File: config.mk
export PLATFORM = sky130hd
export DESIGN_NAME = block_aligner_flat
export DESIGN_NICKNAME = d
export VERILOG_FILES = /design/src/rtl/aurora_pkg.sv /design/src/rtl/block_aligner_if.sv /design/src/rtl/descrambler64.sv /design/src/rtl/block_aligner.sv /design/src/flat_wrapper.sv
export SDC_FILE = /design/constraint.sdc
export NUM_CORES = 1
export LEC_CHECK = 0
export BUFFER_PORTS_ARGS = -buffer_cell sky130_fd_sc_hd__buf_2
export CAP_MARGIN = 20
export CELL_PAD_IN_SITES_DETAIL_PLACEMENT = 2
export CELL_PAD_IN_SITES_GLOBAL_PLACEMENT = 2
export CORE_MARGIN = 2
export CORE_UTILIZATION = 40
export CTS_CLUSTER_DIAMETER = 40
export DETAILED_ROUTE_END_ITERATION = 10
export PLACE_DENSITY = 0.79
export SETUP_SLACK_MARGIN = 0.15
export SYNTH_ARGS = -nofsm -noshare
export SYNTH_HDL_FRONTEND = slang
export SYNTH_HIERARCHICAL = 1
export SYNTH_SLANG_ARGS = --single-unit
File: constraint.sdc
create_clock -name clk_i -period 3.4 [get_ports clk_i]
set_input_delay 0.68 -clock clk_i [delete_from_list [all_inputs] [get_ports clk_i]]
set_output_delay 0.68 -clock clk_i [all_outputs]
set_load 0.02 [all_outputs]
File: src/rtl/aurora_pkg.sv
// Shared Aurora 64b/66b receive types: frame geometry, sync header codes, alignment FSM states.
package aurora_pkg;
    localparam int         FRAME_W  = 66;
    localparam logic [1:0] HDR_DATA = 2'b01;
    localparam logic [1:0] HDR_CTRL = 2'b10;

    typedef enum logic [1:0] {HUNT, VERIFY, LOCKED} align_state_t;

    function automatic logic hdr_valid(input logic [1:0] h);
        return (h == HDR_DATA) || (h == HDR_CTRL);
    endfunction
endpackage

File: src/rtl/block_aligner_if.sv
// Gearbox/locator input side and aligned payload output side of the block aligner.
interface block_aligner_if #(
    parameter int BUF_W = 194,
    parameter int CNT_W = 6,
    parameter int OFF_W = 7
);
    logic [BUF_W-1:0] gbox_buffer;
    logic [CNT_W-1:0] gbox_cnt;
    logic             buffer_dv;
    logic             is_synced;
    logic [OFF_W-1:0] offset_pos;
    logic [63:0]      data_o;
    logic [1:0]       hdr_o;
    logic             data_valid_o;
    logic             locked_o;
    logic             rehunt_o;
    logic [15:0]      bad_hdr_cnt_o;

    modport master (
        output gbox_buffer, gbox_cnt, buffer_dv, is_synced, offset_pos,
        input  data_o, hdr_o, data_valid_o, locked_o, rehunt_o, bad_hdr_cnt_o
    );
    modport slave (
        input  gbox_buffer, gbox_cnt, buffer_dv, is_synced, offset_pos,
        output data_o, hdr_o, data_valid_o, locked_o, rehunt_o, bad_hdr_cnt_o
    );
endinterface

File: src/rtl/descrambler64.sv
// Self-synchronous x^58+x^39+1 descrambler, 64 bits per enable, bit 0 is first on the wire.
module descrambler64 (
    input  logic        clk_i,
    input  logic        rst_i,
    input  logic        en,
    input  logic [63:0] din,
    output logic [63:0] dout
);
    // hist holds the previous 58 scrambled bits, oldest at bit 0
    logic [57:0]  hist;
    logic [121:0] ext;

    assign ext  = {din, hist};
    assign dout = din ^ ext[63:0] ^ ext[82:19];

    always_ff @(posedge clk_i or negedge rst_i) begin
        if (!rst_i)  hist <= '0;
        else if (en) hist <= din[63:6];
    end
endmodule

File: src/rtl/block_aligner.sv
// Cuts 66-bit frames at the locator offset, checks sync headers, runs hunt/verify/locked and descrambles.
module block_aligner
    import aurora_pkg::*;
#(
    parameter int BUF_W    = 194,
    parameter int CNT_W    = 6,
    parameter int OFF_W    = 7,
    parameter int SKIP_CNT = 32,
    parameter int LOCK_CNT = 32,
    parameter int WIN      = 64,
    parameter int BAD_MAX  = 16
) (
    input logic              clk_i,
    input logic              rst_i,
    block_aligner_if.slave   bus
);
    localparam int GOOD_W = $clog2(LOCK_CNT);
    localparam int WIN_W  = $clog2(WIN);
    localparam int BAD_W  = $clog2(BAD_MAX + 1);
    localparam logic [OFF_W-1:0] OFF_MAX = OFF_W'(66);

    align_state_t       state;
    logic [OFF_W-1:0]   off_q;
    logic               fe, legal;
    logic [FRAME_W-1:0] frame;
    logic               s1_vld, s1_sync, s1_legal, s1_ok;
    logic [1:0]         s1_hdr;
    logic [63:0]        s1_pay, descr;
    logic [GOOD_W-1:0]  good_q;
    logic [WIN_W-1:0]   win_q;
    logic [BAD_W-1:0]   bad_q, bad_nxt;
    logic [63:0]        data_q;
    logic [1:0]         hdr_q;
    logic               dv_q, locked_q, rehunt_q;
    logic [15:0]        bad_cnt_q;

    assign fe      = bus.buffer_dv && (bus.gbox_cnt != CNT_W'(SKIP_CNT));
    assign legal   = bus.offset_pos <= OFF_MAX;
    assign frame   = FRAME_W'(bus.gbox_buffer >> off_q);
    assign s1_ok   = hdr_valid(s1_hdr);
    assign bad_nxt = bad_q + 1'b1;

    // Offset tracks the locator only while hunting; frozen once a candidate is under test.
    always_ff @(posedge clk_i or negedge rst_i) begin
        if (!rst_i)
            off_q <= '0;
        else if (state == HUNT && bus.is_synced && legal)
            off_q <= bus.offset_pos;
    end

    always_ff @(posedge clk_i or negedge rst_i) begin
        if (!rst_i) begin
            s1_vld   <= 1'b0;
            s1_hdr   <= '0;
            s1_pay   <= '0;
            s1_sync  <= 1'b0;
            s1_legal <= 1'b0;
        end else begin
            s1_vld <= fe;
            if (fe) begin
                s1_hdr   <= frame[1:0];
                s1_pay   <= frame[65:2];
                s1_sync  <= bus.is_synced;
                s1_legal <= legal;
            end
        end
    end

    // Runs in every state so the history is already trained when lock is declared.
    descrambler64 u_descr (
        .clk_i (clk_i),
        .rst_i (rst_i),
        .en    (s1_vld),
        .din   (s1_pay),
        .dout  (descr)
    );

    always_ff @(posedge clk_i or negedge rst_i) begin
        if (!rst_i) begin
            state     <= HUNT;
            good_q    <= '0;
            win_q     <= '0;
            bad_q     <= '0;
            data_q    <= '0;
            hdr_q     <= '0;
            dv_q      <= 1'b0;
            locked_q  <= 1'b0;
            rehunt_q  <= 1'b0;
            bad_cnt_q <= '0;
        end else begin
            dv_q     <= 1'b0;
            rehunt_q <= 1'b0;
            if (s1_vld) begin
                unique case (state)
                    HUNT: if (s1_sync && s1_legal) begin
                        state  <= VERIFY;
                        good_q <= '0;
                    end
                    VERIFY: begin
                        if (!s1_sync) begin
                            state <= HUNT;
                        end else if (!s1_ok) begin
                            state    <= HUNT;
                            rehunt_q <= 1'b1;
                        end else if (good_q == GOOD_W'(LOCK_CNT - 1)) begin
                            state    <= LOCKED;
                            locked_q <= 1'b1;
                            win_q    <= '0;
                            bad_q    <= '0;
                        end else begin
                            good_q <= good_q + 1'b1;
                        end
                    end
                    LOCKED: begin
                        if (s1_ok) begin
                            dv_q   <= 1'b1;
                            data_q <= descr;
                            hdr_q  <= s1_hdr;
                        end else if (bad_cnt_q != 16'hFFFF) begin
                            bad_cnt_q <= bad_cnt_q + 1'b1;
                        end
                        // Loss of lock wins over the window rollover on the same frame.
                        if (!s1_ok && bad_nxt >= BAD_W'(BAD_MAX)) begin
                            state    <= HUNT;
                            locked_q <= 1'b0;
                            rehunt_q <= 1'b1;
                        end else if (win_q == WIN_W'(WIN - 1)) begin
                            win_q <= '0;
                            bad_q <= '0;
                        end else begin
                            win_q <= win_q + 1'b1;
                            if (!s1_ok) bad_q <= bad_nxt;
                        end
                    end
                    default: state <= HUNT;
                endcase
            end
        end
    end

    assign bus.data_o        = data_q;
    assign bus.hdr_o         = hdr_q;
    assign bus.data_valid_o  = dv_q;
    assign bus.locked_o      = locked_q;
    assign bus.rehunt_o      = rehunt_q;
    assign bus.bad_hdr_cnt_o = bad_cnt_q;
endmodule

File: src/flat_wrapper.sv
// flat-port wrapper written by rule: the top's interface ports become plain ports
module block_aligner_flat import aurora_pkg::*;
#(
    parameter int BUF_W    = 194,
    parameter int CNT_W    = 6,
    parameter int OFF_W    = 7,
    parameter int SKIP_CNT = 32,
    parameter int LOCK_CNT = 32,
    parameter int WIN      = 64,
    parameter int BAD_MAX  = 16
)
  (clk_i, rst_i, bus_gbox_buffer, bus_gbox_cnt, bus_buffer_dv, bus_is_synced, bus_offset_pos, bus_data_o, bus_hdr_o, bus_data_valid_o, bus_locked_o, bus_rehunt_o, bus_bad_hdr_cnt_o);
  block_aligner_if #(.BUF_W(BUF_W), .CNT_W(CNT_W), .OFF_W(OFF_W)) bus_i ();
  input logic clk_i;
  input logic rst_i;
  input wire logic [$bits(bus_i.gbox_buffer)-1:0] bus_gbox_buffer;
  input wire logic [$bits(bus_i.gbox_cnt)-1:0] bus_gbox_cnt;
  input wire logic [$bits(bus_i.buffer_dv)-1:0] bus_buffer_dv;
  input wire logic [$bits(bus_i.is_synced)-1:0] bus_is_synced;
  input wire logic [$bits(bus_i.offset_pos)-1:0] bus_offset_pos;
  output wire logic [$bits(bus_i.data_o)-1:0] bus_data_o;
  output wire logic [$bits(bus_i.hdr_o)-1:0] bus_hdr_o;
  output wire logic [$bits(bus_i.data_valid_o)-1:0] bus_data_valid_o;
  output wire logic [$bits(bus_i.locked_o)-1:0] bus_locked_o;
  output wire logic [$bits(bus_i.rehunt_o)-1:0] bus_rehunt_o;
  output wire logic [$bits(bus_i.bad_hdr_cnt_o)-1:0] bus_bad_hdr_cnt_o;
  assign bus_i.gbox_buffer = bus_gbox_buffer;
  assign bus_i.gbox_cnt = bus_gbox_cnt;
  assign bus_i.buffer_dv = bus_buffer_dv;
  assign bus_i.is_synced = bus_is_synced;
  assign bus_i.offset_pos = bus_offset_pos;
  assign bus_data_o = bus_i.data_o;
  assign bus_hdr_o = bus_i.hdr_o;
  assign bus_data_valid_o = bus_i.data_valid_o;
  assign bus_locked_o = bus_i.locked_o;
  assign bus_rehunt_o = bus_i.rehunt_o;
  assign bus_bad_hdr_cnt_o = bus_i.bad_hdr_cnt_o;
  block_aligner #(.BUF_W(BUF_W), .CNT_W(CNT_W), .OFF_W(OFF_W), .SKIP_CNT(SKIP_CNT), .LOCK_CNT(LOCK_CNT), .WIN(WIN), .BAD_MAX(BAD_MAX)) u_core (.clk_i(clk_i), .rst_i(rst_i), .bus(bus_i));
endmodule
# After elaboration in Yosys (flattened, before gate mapping)
# Index checks and enable logic that the tools add are counted.
op_classes:
  n_eq_ne: 17
  reduce_logical: 17
  mux: 37
  addsub: 4
  shifts: 1
  order_cmp: 2
  bitwise: 3
ops:
  columns: ["cell", "n"]
  rows:
  - ["$shr A194 B7 Y66", 1]
  - ["$xor A64 B64 Y64", 2]
  - ["$mux W5", 10]
  - ["$mux W6", 5]
  - ["$pmux W5 S2", 2]
  - ["$reduce_and A6 Y1", 3]
  - ["$add A16 B1 Y16 const B", 1]
  - ["$ne A16 B16 Y1 const B", 1]
  - ["$pmux W6 S2", 1]
  - ["$mux W1", 11]
  - ["$add A5 B1 Y5 const B", 2]
  - ["$mux W2", 5]
  - ["$ne A2 B1 Y1 const B", 4]
  - ["$reduce_and A4 Y1", 2]
  - ["$le A7 B7 Y1 const B", 1]
  - ["$reduce_and A7 Y1", 1]
  - ["$add A6 B1 Y6 const B", 1]
  - ["$eq A6 B6 Y1 const B", 1]
  - ["$ne A2 B2 Y1 const B", 3]
  - ["$ne A6 B6 Y1 const B", 1]
  - ["$pmux W2 S3", 1]
  - ["$eq A5 B5 Y1 const B", 1]
  - ["$ge A5 B5 Y1 const B", 1]
  - ["$logic_and A1 B1 Y1", 5]
  - ["11 further kinds", 15]
totals:
  regBits: 237
  input_bits: 211
  output_inout_bits: 85

# Depth between registers and ports, before layout
# Gate-level depths: netlist of run 1.
depth:
  depth_word: 7
  depth_mapped: 12
  mapped_depth_nobuf: 9

# By module
# The synthesis of run 1 kept the hierarchy.
by_module_without_submodules:
  columns: ["module", "cells_each", "seq_area_each_um2", "area_each_um2", "n_inst"]
  rows:
  - ["block_aligner", 2045, 4479.3, 21241.6, 1]
  - ["descrambler64", 186, 1451.4, 3749.8, 1]

# Worst setup path before layout of run 1
# No wires, ideal clock.
synth_path:
  path_kind: "input to register"
  start: "input bus_gbox_cnt[1]"
  end: "register u_core.s1_pay[10]"
  cell_stages: 8
  arrival_ns: 2.534
  setup_slack_ns: 0.735
  t_required_ns: 3.269
  setup_ns: 0.131
  path_cell_list: "or4_1 o21ai_1 clkinv_1 nand2_1 clkbuf_1 nor3_1 a21oi_1 nand3_1"
synth_between:
  elab_chain_cells: 2
synth_lines:
  columns: ["item", "line_no", "rtl"]
  rows:
  - ["start: declaration", "flat_wrapper.sv:17", "input wire logic [$bits(bus_i.gbox_cnt)-1:0] bus_gbox_cnt;"]
  - ["$ne A6 B6 Y1", "block_aligner.sv:37", "assign fe = bus.buffer_dv && (bus.gbox_cnt != CNT_W'(SKIP_CNT));"]
  - ["$logic_and A1 B1 Y1", "block_aligner.sv:37", null]
  - ["via u_core.fe", "block_aligner.sv:24", "logic fe, legal;"]
  - ["end signal: assignment", "block_aligner.sv:62", "s1_pay <= frame[65:2];"]
  - ["end: declaration", "block_aligner.sv:28", "logic [63:0] s1_pay, descr;"]
# The timed path passes the listed nets, and every way through them passes these cells.
# A chain may end at the register's enable or synchronous reset.

# Worst setup path in the final report of run 1
layout_path:
  start: "register u_core.off_q[1]"
  end: "register u_core.s1_pay[27]"
layout_between:
  elab_chain_cells: 1
layout_lines:
  columns: ["item", "line_no", "rtl"]
  rows:
  - ["start: declaration", "block_aligner.sv:23", "logic [OFF_W-1:0] off_q;"]
  - ["start signal: assignment", "block_aligner.sv:48", "off_q <= bus.offset_pos;"]
  - ["$shr A194 B7 Y66", "block_aligner.sv:39", "assign frame = FRAME_W'(bus.gbox_buffer >> off_q);"]
# No other way between the ends.

==> results of run 1 <==
what timing repair did:
action / CTS / global route
cloned: 0 / 0
setup endpoints to repair: 2 / 8
buffers inserted: 2 / 2
pin swaps: 1 / 1
gates resized for setup: 0 / 6
cell families (layout without fill, tap and decap cells):
| kind of cell | count (synthesis) | after routing |
|---|---|---|
| adders and majority gates | 8 | 8 |
| and+or+nand+nor | 632 | 632 |
| buffers and inverters | 212 | 600 |
| xor gates and xnor gates | 82 | 82 |
| other | 0 | 10 |
| AOI/OAI and AO/OA | 369 | 369 |
| DFF | 237 | 237 |
| muxes | 691 | 691 |
final cells by class:
type / count / area [um2] / area share, %
Clock inverter: 20 / 272.8 / 0.9114
Clock buffer: 41 / 908.4 / 3.035
Inverter: 20 / 85.08 / 0.2843
Antenna cell: 10 / 25.02 / 0.08362
Multi-Input combinational cell: 1782 / 18100 / 60.50
Sequential cell: 237 / 5952 / 19.89
Timing Repair Buffer: 519 / 3532 / 11.80
Tap cell: 837 / 1047 / 3.499
power groups by stage:
stage / logic, uW / registers [uW] / clock network (uW)
after global placement: 28000 / 5240 / 0
after detailed placement: 28700 / 5340 / 0
after CTS: 29000 / 5310 / 3830
after floorplan: 17000 / 4280 / 0
final: 30100 / 5360 / 3780
after global routing: 30700 / 5410 / 3940
state kept, by name (all words and copies together) (netlist names):
name / flops
u_core/s1_hdr: 2
u_core/bus.rehunt_o: 1
u_core/win_q: 6
u_core/bus.hdr_o: 2
u_core/s1_sync: 1
u_core/off_q: 7
u_core/state: 2
u_core/bus.bad_hdr_cnt_o: 16
u_core/u_descr/hist: 58
u_core/bus.data_valid_o: 1
u_core/s1_vld: 1
u_core/bus.locked_o: 1
u_core/good_q: 5
u_core/s1_legal: 1
u_core/s1_pay: 64
u_core/bad_q: 5
u_core/bus.data_o: 64
worst paths after layout:
check / start / end / cells after the start
worst min register to register: u_core/bus.data_o[24]$_DFFE_PN0P_ / u_core/bus.data_o[24]$_DFFE_PN0P_ / 2
max in group asynchronous: rst_i / u_core/off_q[2]$_DFFE_PN0P_ / 2
min in group clk_i: bus_offset_pos[5] / u_core/off_q[5]$_DFFE_PN0P_ / 3
worst max register to register: u_core/off_q[1]$_DFFE_PN0P_ / u_core/s1_pay[27]$_DFFE_PN0P_ / 7
worst min-delay path: rst_i / u_core/bus.bad_hdr_cnt_o[9]$_DFFE_PN0P_ / 1
worst max-delay path: u_core/off_q[1]$_DFFE_PN0P_ / u_core/s1_pay[27]$_DFFE_PN0P_ / 7
synth_stat cells (all sizes together), types with 4 or more instances:
cell type	count	area [um2]
a222oi	6	60.06
a311oi	6	58.80
a221oi	19	172.7
o2111ai	5	43.79
or2	5	31.28
and3	12	75.07
o22ai	33	206.5
nor2	113	424.2
or3	4	25.02
o21ai	69	345.3
a32oi	4	35.03
nor3	22	110.1
xor3	64	1521
nand4	9	56.30
nand2	393	1475
and2	4	25.02
a22o	14	122.6
mux2	210	2440
nand3	50	250.2
o31ai	9	67.56
o221ai	14	122.6
dfrtp	237	5931
xnor2	13	113.9
clkbuf	70	262.8
a211oi	24	180.2
nand2b	6	37.54
o22a	6	52.55
a211o	4	35.03
mux2i	181	1812
a22oi	35	262.8
buf	122	688.2
xor2	5	43.79
a221o	6	60.06
inv	18	67.56
o211ai	39	292.8
mux4	300	6756
or4	4	30.03
a21oi	42	210.2
ha	8	100.1
routing by layer:
layer | track usage, % | vias to the layer above | wire length, um
li1 | - | 9516 | -
met1 | 54.23 | 12570 | 52750
met2 | 67.17 | 1422 | 62820
met3 | 7.375 | 295 | 10900
met4 | 19.45 | 10 | 7275
met5 | 0 | - | 64
stage by stage:
stage               instances  power (uW)  instance area (um2)  utilization [%]  worst slack, ns
floorplan                2231       21280                24990                -           0.7346
global placement         3390       33240                28630            46.39           0.2365
detailed placement       3390       34030                28630            46.39           0.1328
CTS                      3453       38180                29840            48.36           0.2139
global route             3456       40010                29900            48.46           0.1366
finish                   3466       39200                29930            48.50           0.1769
==> flow_summary.yaml, run 1 <==
setup_path:
  cp_cell_sequence: "buf_4 > mux4_2 > mux2_2 > mux2i_1 > mux2i_1 > mux2_2 > a221o_1"
  cp.buffers_inverters: 1
  path_class: "reg -> reg"
  r2r_slack_ns: 0.18
  cpLargestDelayFamily: "multiplexers"
  cp_max_fo: 14
  critPathMaxStageDelay_ns: 0.60
  worstSetupEndpointType: "flop"
  required_ns: 3.81
  crit_arrival_ns: 3.63
  worst_setup_path_start_kind: "flop"
  crit_slowest_cell: "dfrtp_4"
logic_synthesis:
  synth_fa_ha_area_share_pct: 0.4005
  synth_top_flop_cell: "dfrtp_1"
  netlist_area_mm2: 0.02499
  ys_seq_elements: 237
  muxShareOfSynthArea_pct: 44.05
  synth_compound_area_share_pct: 10.54
  synth_xor_area_share_pct: 6.719
  synth_cell_types: 72
  syn_inst: 2231
  synth.avg_cell_area_um2: 11.20
  ys_seq_area_share_pct: 23.73
  synth-simple-area-share_pct: 10.46
  syn_nets: 2450
  yosys_warnings: 6
  ys_async_sr_fraction_pct: 100.0
  synth_enable_flop_cells: 0
  synth_top_family_by_area: "multiplexers"
drt:
  vias: 23810
  wirelength_mm: 133.8
  drt-vias-per-instance: 6.870
  dr.pass1.iters: 5
  wl_per_cell_um: 38.61
  ant_nets: 0
  drt_iter0_drc: 2986
  post-route-drc-count: 0
cts:
  cts_tree: "yes"
  cts_root_buf: "clkbuf_16"
  htreeDepth: 2
  clockBufferDepth: 3
  clk_pin_slew_worst_paths_ns: 0.06
  clock_latency_ns: 0.55
  cts_buffers: 34
  clock-sinks: 237
  cts_hold_buf: 0
timing:
  fin_setup_tns_ns: 0
  finalSetupViolations: 0
  fmax_mhz: 310.3
  holdWs_ns: 0.08087
  period_needed_ns: 3.223
  slew_viol_final: 0
  tightestPinTransition_ns: 1.070
  finalClockSkew_ns: 0.03009
  finalHoldViolCount: 0
  relSlewSlack_pct: 28.68
  post-route-period-util_pct: 94.80
  rsz0062_at_grt: "true"
floorplan:
  initial_core_util_pct: 40.50
  io_pins: 296
  die_w_um: 254.0
  rows: 91
  core-area_mm2: 0.06171
  dieArea_mm2: 0.06449
  die_y_um: 254.0
hold_path:
  hold_class: "in -> async"
pwr:
  power.switching_uw: 20290
  switching_share_pct: 51.77
  comb_power_share_pct: 76.7
  ir_worst_vdd_uv: 650.5
  clock_power_share_pct: 9.6
  p_seq_share_pct: 13.7
  p_int_uw: 18910
  leakagePower_uw: 0.01325
  powerDensity_mw_per_mm2: 1310
global_route:
  grtUsageTotal_pct: 41.55
  gr-total-overflow: 0
  grt_pass1_wl_mm: 192.1
  grt_pass1_vias: 25200
  grt_antenna_before_repair: 10
  grt_max_degree: 83
layout:
  final_cell_mix: "393 x nand2_1, 300 x mux4_2, 293 x buf_2"
  area_growth_pct: 19.75
  num-nets-final: 2813
  fillers: 6227
  final_common_cell: "nand2_1"
  drive_gt1_share_pct: 42.73
place:
  dp_hpwl_mm: 106.3
  portBuffers: 294
  place.gp.congestion: 1.018
job:
  drv_cap: 0
run_status:
  outcome: "finished, final reports clean"
Note: power is estimated with default switching activity, not from simulation.
==> inputs of run 2 (changes only) <==
- RECOVER_POWER: unset -> 25
==> run 2 against run 1 <==
Compared with the run above: the run now ends with capacitance limit, slew limit left; register-to-register slack hardly changed; fmax is essentially flat; highest routed layer unchanged; setup slack better by 0.0032 ns; sequential power is essentially flat; clock skew barely moved; hold slack better by 0.31 ns; cell area down 0.13%; largest power group unchanged; largest cell class unchanged; final cell count about the same; die area unchanged; core utilization fell by 0.061 points.
==> flow_summary.yaml, run 2 (synthesized netlist as in run 1, its figures left out) <==
pwr:
  ir_worst_vdd_uv: 650.5
  leakagePower_uw: 0.01324
  powerDensity_mw_per_mm2: 1311
global_route:
  grt_max_degree: 83
  gr-total-overflow: 0
  grt_antenna_before_repair: 10
  grtUsageTotal_pct: 41.55
  grt_pass1_vias: 25200
  grt_pass1_wl_mm: 192.1
layout:
  final_cell_mix: "393 x nand2_1, 300 x mux4_2, 293 x buf_2"
  fin_cells: 3465
  final_core_util_pct: 48.43
  fillers: 6231
  num-nets-final: 2813
  register_area_mm2: 0.005952
  area_growth_pct: 19.60
  final_common_cell: "nand2_1"
  multi_input_area_mm2: 0.01810
  drive_gt1_share_pct: 42.73
job:
  drv_cap: 1
cts:
  clk_pin_slew_worst_paths_ns: 0.06
  cts_tree: "yes"
  clock-sinks: 237
  cts_buffers: 34
  clock_latency_ns: 0.55
  cts_root_buf: "clkbuf_16"
  cts_hold_buf: 0
  htreeDepth: 2
  clockBufferDepth: 3
setup_path:
  crit_arrival_ns: 3.63
  cp.buffers_inverters: 1
  cp_cell_sequence: "buf_4 > mux4_2 > mux2_2 > mux2i_1 > mux2i_1 > mux2_2 > a221o_1"
  ff2ff_path_depth: 7
  r2r_end: "u_core/s1_pay[27]$_DFFE_PN0P_"
  worstSetupEndpointType: "flop"
  cp_max_fo: 14
  cp.depth: 7
  critPathMaxStageDelay_ns: 0.60
  r2r_slack_ns: 0.18
  required_ns: 3.81
  crit_slowest_cell: "dfrtp_4"
  path_class: "reg -> reg"
  cpLargestDelayFamily: "multiplexers"
  worst_setup_path_start_kind: "flop"
  r2r-start: "u_core/off_q[1]$_DFFE_PN0P_"
place:
  portBuffers: 294
  dp_slack_ns: 0.1328
  dp_hpwl_mm: 106.3
  placed_cells: 3390
  place.gp.congestion: 1.018
hold_path:
  worstHoldPathCells: 3
  hold_class: "in -> reg"
  hp-start: "bus_offset_pos[5]"
  whs_endpoint: "u_core/off_q[5]$_DFFE_PN0P_"
run_status:
  outcome: "finished, violations left"
  violations: "capacitance limit, slew limit"
floorplan:
  rows: 91
  dieArea_mm2: 0.06449
  core-area_mm2: 0.06171
  die_y_um: 254.0
  die_w_um: 254.0
  io_pins: 296
  initial_core_util_pct: 40.50
timing:
  tightestPinTransition_ns: 1.826
  post-route-period-util_pct: 94.70
  holdWs_ns: 0.3889
  fmax_mhz: 310.6
  relSlewSlack_pct: -21.73
  finalHoldViolCount: 0
  setup_ws_ns: 0.1801
  finalSetupViolations: 0
  period_needed_ns: 3.220
  rsz0062_at_grt: "true"
  fin_setup_tns_ns: 0
  slew_viol_final: 60
  finalClockSkew_ns: 0.03047
drt:
  ant_nets: 0
  post-route-drc-count: 0
  drt_iter0_drc: 2987
  wirelength_mm: 133.8
  wl_per_cell_um: 38.62
  drt-vias-per-instance: 6.872
  vias: 23810
  dr.pass1.iters: 5
## run 2: cell types whose count changed in the layout (fill, tap and decap cells not counted), sizes merged
cell	delta
diode	-1
buf	-3
clkbuf	+3
## run 2: power by group
| part | leakage [uW] | internal, uW | total [uW] | switching [uW] |
|---|---|---|---|---|
| logic | 0.00961 | 12900 | 30100 | 17100 |
| clock network | 0.000566 | 2310 | 3770 | 1460 |
| registers | 0.00306 | 3660 | 5360 | 1690 |
| total | 0.0132 | 18900 | 39200 | 20300 |
## run 2: worst min-delay path: cells and delay by family
family	cells	cell delay (ns)
compound gates	1	0.06
buf+inv	1	0.09
simple gates	1	0.04
## run 2: worst max path at each step
stage                                      from                            end  slack, ns
floorplan                       bus_gbox_cnt[1]  u_core/s1_pay[10]$_DFFE_PN0P_       0.73
global placement    u_core/off_q[2]$_DFFE_PN0P_  u_core/s1_pay[14]$_DFFE_PN0P_       0.24
detailed placement  u_core/off_q[1]$_DFFE_PN0P_  u_core/s1_pay[45]$_DFFE_PN0P_       0.13
CTS                 u_core/off_q[1]$_DFFE_PN0P_  u_core/s1_pay[31]$_DFFE_PN0P_       0.21
global route        u_core/off_q[1]$_DFFE_PN0P_  u_core/s1_pay[45]$_DFFE_PN0P_       0.14
finish              u_core/off_q[1]$_DFFE_PN0P_  u_core/s1_pay[27]$_DFFE_PN0P_       0.18
## run 2: per-layer routing
| metal | vias to the layer above | track usage, % | part of all wire [%] |
|---|---|---|---|
| li1 | 9517 | - | - |
| met2 | 1397 | 67.17 | 47 |
| met4 | 14 | 19.45 | 5.5 |
| met1 | 12570 | 54.23 | 40 |
| met3 | 309 | 7.375 | 8.0 |
| met5 | - | 0 | 0.072 |
## run 2: per-stage QoR
| step | cell area (um2) | power (uW) |
|---|---|---|
| 6_report | 29890 | 39190 |
| 5_1_grt | 29870 | 40010 |
| 4_1_cts | 29840 | 38180 |
| 3_5_place_dp | 28630 | 34030 |
| 3_3_place_gp | 28630 | 33240 |
| 2_1_floorplan | 24990 | 21280 |
## run 2: layout make-up
type                       count  area share (%)
multi-input combinational   1782           60.57
clock inverter                20          0.9126
timing repair buffer         519           11.70
clock buffer                  41           3.039
antenna                        9         0.07535
tap                          837           3.504
sequential                   237           19.91
inverter                      20          0.2846
## run 2: repair_timing
| action | CTS | global route |
|---|---|---|
| setup buffers | 2 | 2 |
| pin swaps | 1 | 1 |
| resized for setup | 0 | 6 |
| setup endpoints to repair | 2 | 8 |
==> inputs of run 3 (changes only) <==
- PLACE_DENSITY: 0.79 -> unset
- PLACE_DENSITY_LB_ADDON: unset -> 0.1
- TNS_END_PERCENT: unset -> 1
==> run 3 against run 2 <==
Compared with the run above: the flow still finishes with violations (capacitance limit, slew limit); flip-flop and latch count did not move; first-iteration DRC count rose by 0.90%; final cell count decreased by 1.2%; sequential share of layout area rose by 0.26 points; via count fell by 1.9%; clock-buffer cell count increased by 5; die area did not move; wire length decreased by 4.8%; register-to-register slack better by 0.02 ns.
==> flow_summary.yaml, run 3 (synthesized netlist as in run 1, its figures left out) <==
run_status:
  outcome: "finished, violations left"
  violations: "capacitance limit, slew limit"
job:
  drv_cap: 1
drt:
  vias: 23360
  wirelength_mm: 127.4
  ant_nets: 0
  post-route-drc-count: 0
  dr.pass1.iters: 6
  wl_per_cell_um: 37.23
  drt_iter0_drc: 3014
  drt-vias-per-instance: 6.823
cts:
  clk_pin_slew_worst_paths_ns: 0.06
  clock_latency_ns: 0.53
  cts_hold_buf: 0
  clock-sinks: 237
  cts_root_buf: "clkbuf_16"
  cts_tree: "yes"
  cts_buffers: 35
  htreeDepth: 2
  clockBufferDepth: 3
layout:
  area_growth_pct: 18.04
  antennaDiodeCount: 0
  final_common_cell: "nand2_1"
  multi_input_area_mm2: 0.01808
  final_cell_mix: "393 x nand2_1, 300 x mux4_2, 293 x buf_2"
  drive_gt1_share_pct: 41.84
  num-nets-final: 2780
  fillers: 6282
  register_area_mm2: 0.005952
global_route:
  grt_antenna_before_repair: 2
  grt_max_degree: 85
  gr-total-overflow: 0
  grt_pass1_wl_mm: 183.1
  grtUsageTotal_pct: 39.48
  grt_pass1_vias: 24520
floorplan:
  core-area_mm2: 0.06171
  die_y_um: 254.0
  rows: 91
  die_w_um: 254.0
  dieArea_mm2: 0.06449
  initial_core_util_pct: 40.50
  io_pins: 296
place:
  portBuffers: 294
  place.gp.congestion: 1.015
  dp_slack_ns: 0.1614
  dp_hpwl_mm: 101.2
pwr:
  leakagePower_uw: 0.01304
  ir_worst_vdd_uv: 1460
  powerDensity_mw_per_mm2: 1283
setup_path:
  path_class: "reg -> reg"
  cp_max_fo: 52
  crit_slowest_cell: "mux4_2"
  required_ns: 3.78
  worstSetupEndpointType: "flop"
  crit_arrival_ns: 3.58
  worst_setup_path_start_kind: "flop"
  critical_path.most_common_cell: "buf_12"
  critPathMaxStageDelay_ns: 0.58
  cp_cell_sequence: "buf_12 > buf_12 > mux4_2 > mux2_2 > mux2i_1 > buf_4 > nor2_1 > nor3_1 > o21bai_1"
timing:
  tightestPinTransition_ns: 1.859
  post-route-period-util_pct: 94.06
  fmax_mhz: 312.7
  setup_ws_ns: 0.2021
  finalSetupViolations: 0
  relSlewSlack_pct: -23.95
  slew_viol_final: 72
  finalClockSkew_ns: 0.01820
  period_needed_ns: 3.198
  finalHoldViolCount: 0
  fin_setup_tns_ns: 0
  holdWs_ns: 0.3902
  rsz0062_at_grt: "true"
hold_path:
  hold_class: "in -> reg"
==> run 3: cell count changes in the layout (fill, tap and decap cells not counted), sizes merged <==
cell | previous run | this run
diode | 9 | 0
clkinv | 11 | 12
inv | 20 | 19
clkinvlp | 4 | 3
clkbuf | 44 | 48
bufinv | 5 | 2
buf | 516 | 483
==> run 3: where the power goes <==
group          internal (uW)  leakage (uW)  switching, uW
logic                  12400       0.00942          16600
clock network           2220      0.000558           1430
registers               3660       0.00306           1530
total                  18300        0.0130          19500
==> run 3: timing repair <==
action	4_1_cts	5_1_grt
gates resized for setup	0	1
hold endpoints to repair	0	0
setup endpoints to repair	1	4
setup buffers	4	0
gates cloned	0	0
==> run 3: final cells by class <==
type	instances	share of cell area, %
multi-input cells	1782	61.29
flip-flops and latches	237	20.18
repair buffers	485	10.78
well taps	837	3.550
clock buffers	46	3.355
clock inverters	16	0.5556
inverters	20	0.2884
==> run 3: path summary, 6_finish.rpt <==
check                                                        from                           endpoint  slack, ns  depth (start not counted)
worst min register to register  u_core/bus.data_o[29]$_DFFE_PN0P_  u_core/bus.data_o[29]$_DFFE_PN0P_       0.47                          2
worst max-delay path                  u_core/off_q[1]$_DFFE_PN0P_      u_core/s1_pay[25]$_DFFE_PN0P_       0.20                          9
min in group asynchronous                                   rst_i        u_core/win_q[3]$_DFFE_PN0P_       0.68                          1
max in group asynchronous                                   rst_i  u_core/bus.data_o[22]$_DFFE_PN0P_       0.81                          2
worst min-delay path                            bus_offset_pos[4]        u_core/off_q[4]$_DFFE_PN0P_       0.39                          3
worst max register to register        u_core/off_q[1]$_DFFE_PN0P_      u_core/s1_pay[25]$_DFFE_PN0P_       0.20                          9
==> run 3: metrics by stage <==
step	instances	utilization [%]	total power (uW)	instance area, um2
after detailed placement	3357	45.89	33050	28320
after global routing	3423	47.80	38790	29500
final	3423	47.80	37850	29500
after floorplan	2231	-	21280	24990
after CTS	3423	47.83	37020	29520
after global placement	3357	45.89	32470	28320
==> run 3: critical path: cells and delay by family (launching register included) <==
kind / cells / cell delay (ns)
multiplexers: 3 / 1.22
buffers and inverters: 3 / 0.70
AND/OR/NAND/NOR: 2 / 0.54
flip-flops: 1 / 0.41
AO/OA/AOI/OAI: 1 / 0.17
==> run 3: layer usage <==
layer  track usage, %  vias to the layer above  wire length (um)
li1                 -                     9452                 -
met1            53.73                    12340             51800
met2            62.44                     1321             58660
met3            6.555                      245             10650
met4            16.64                        2              6296
met5                0                        -                13
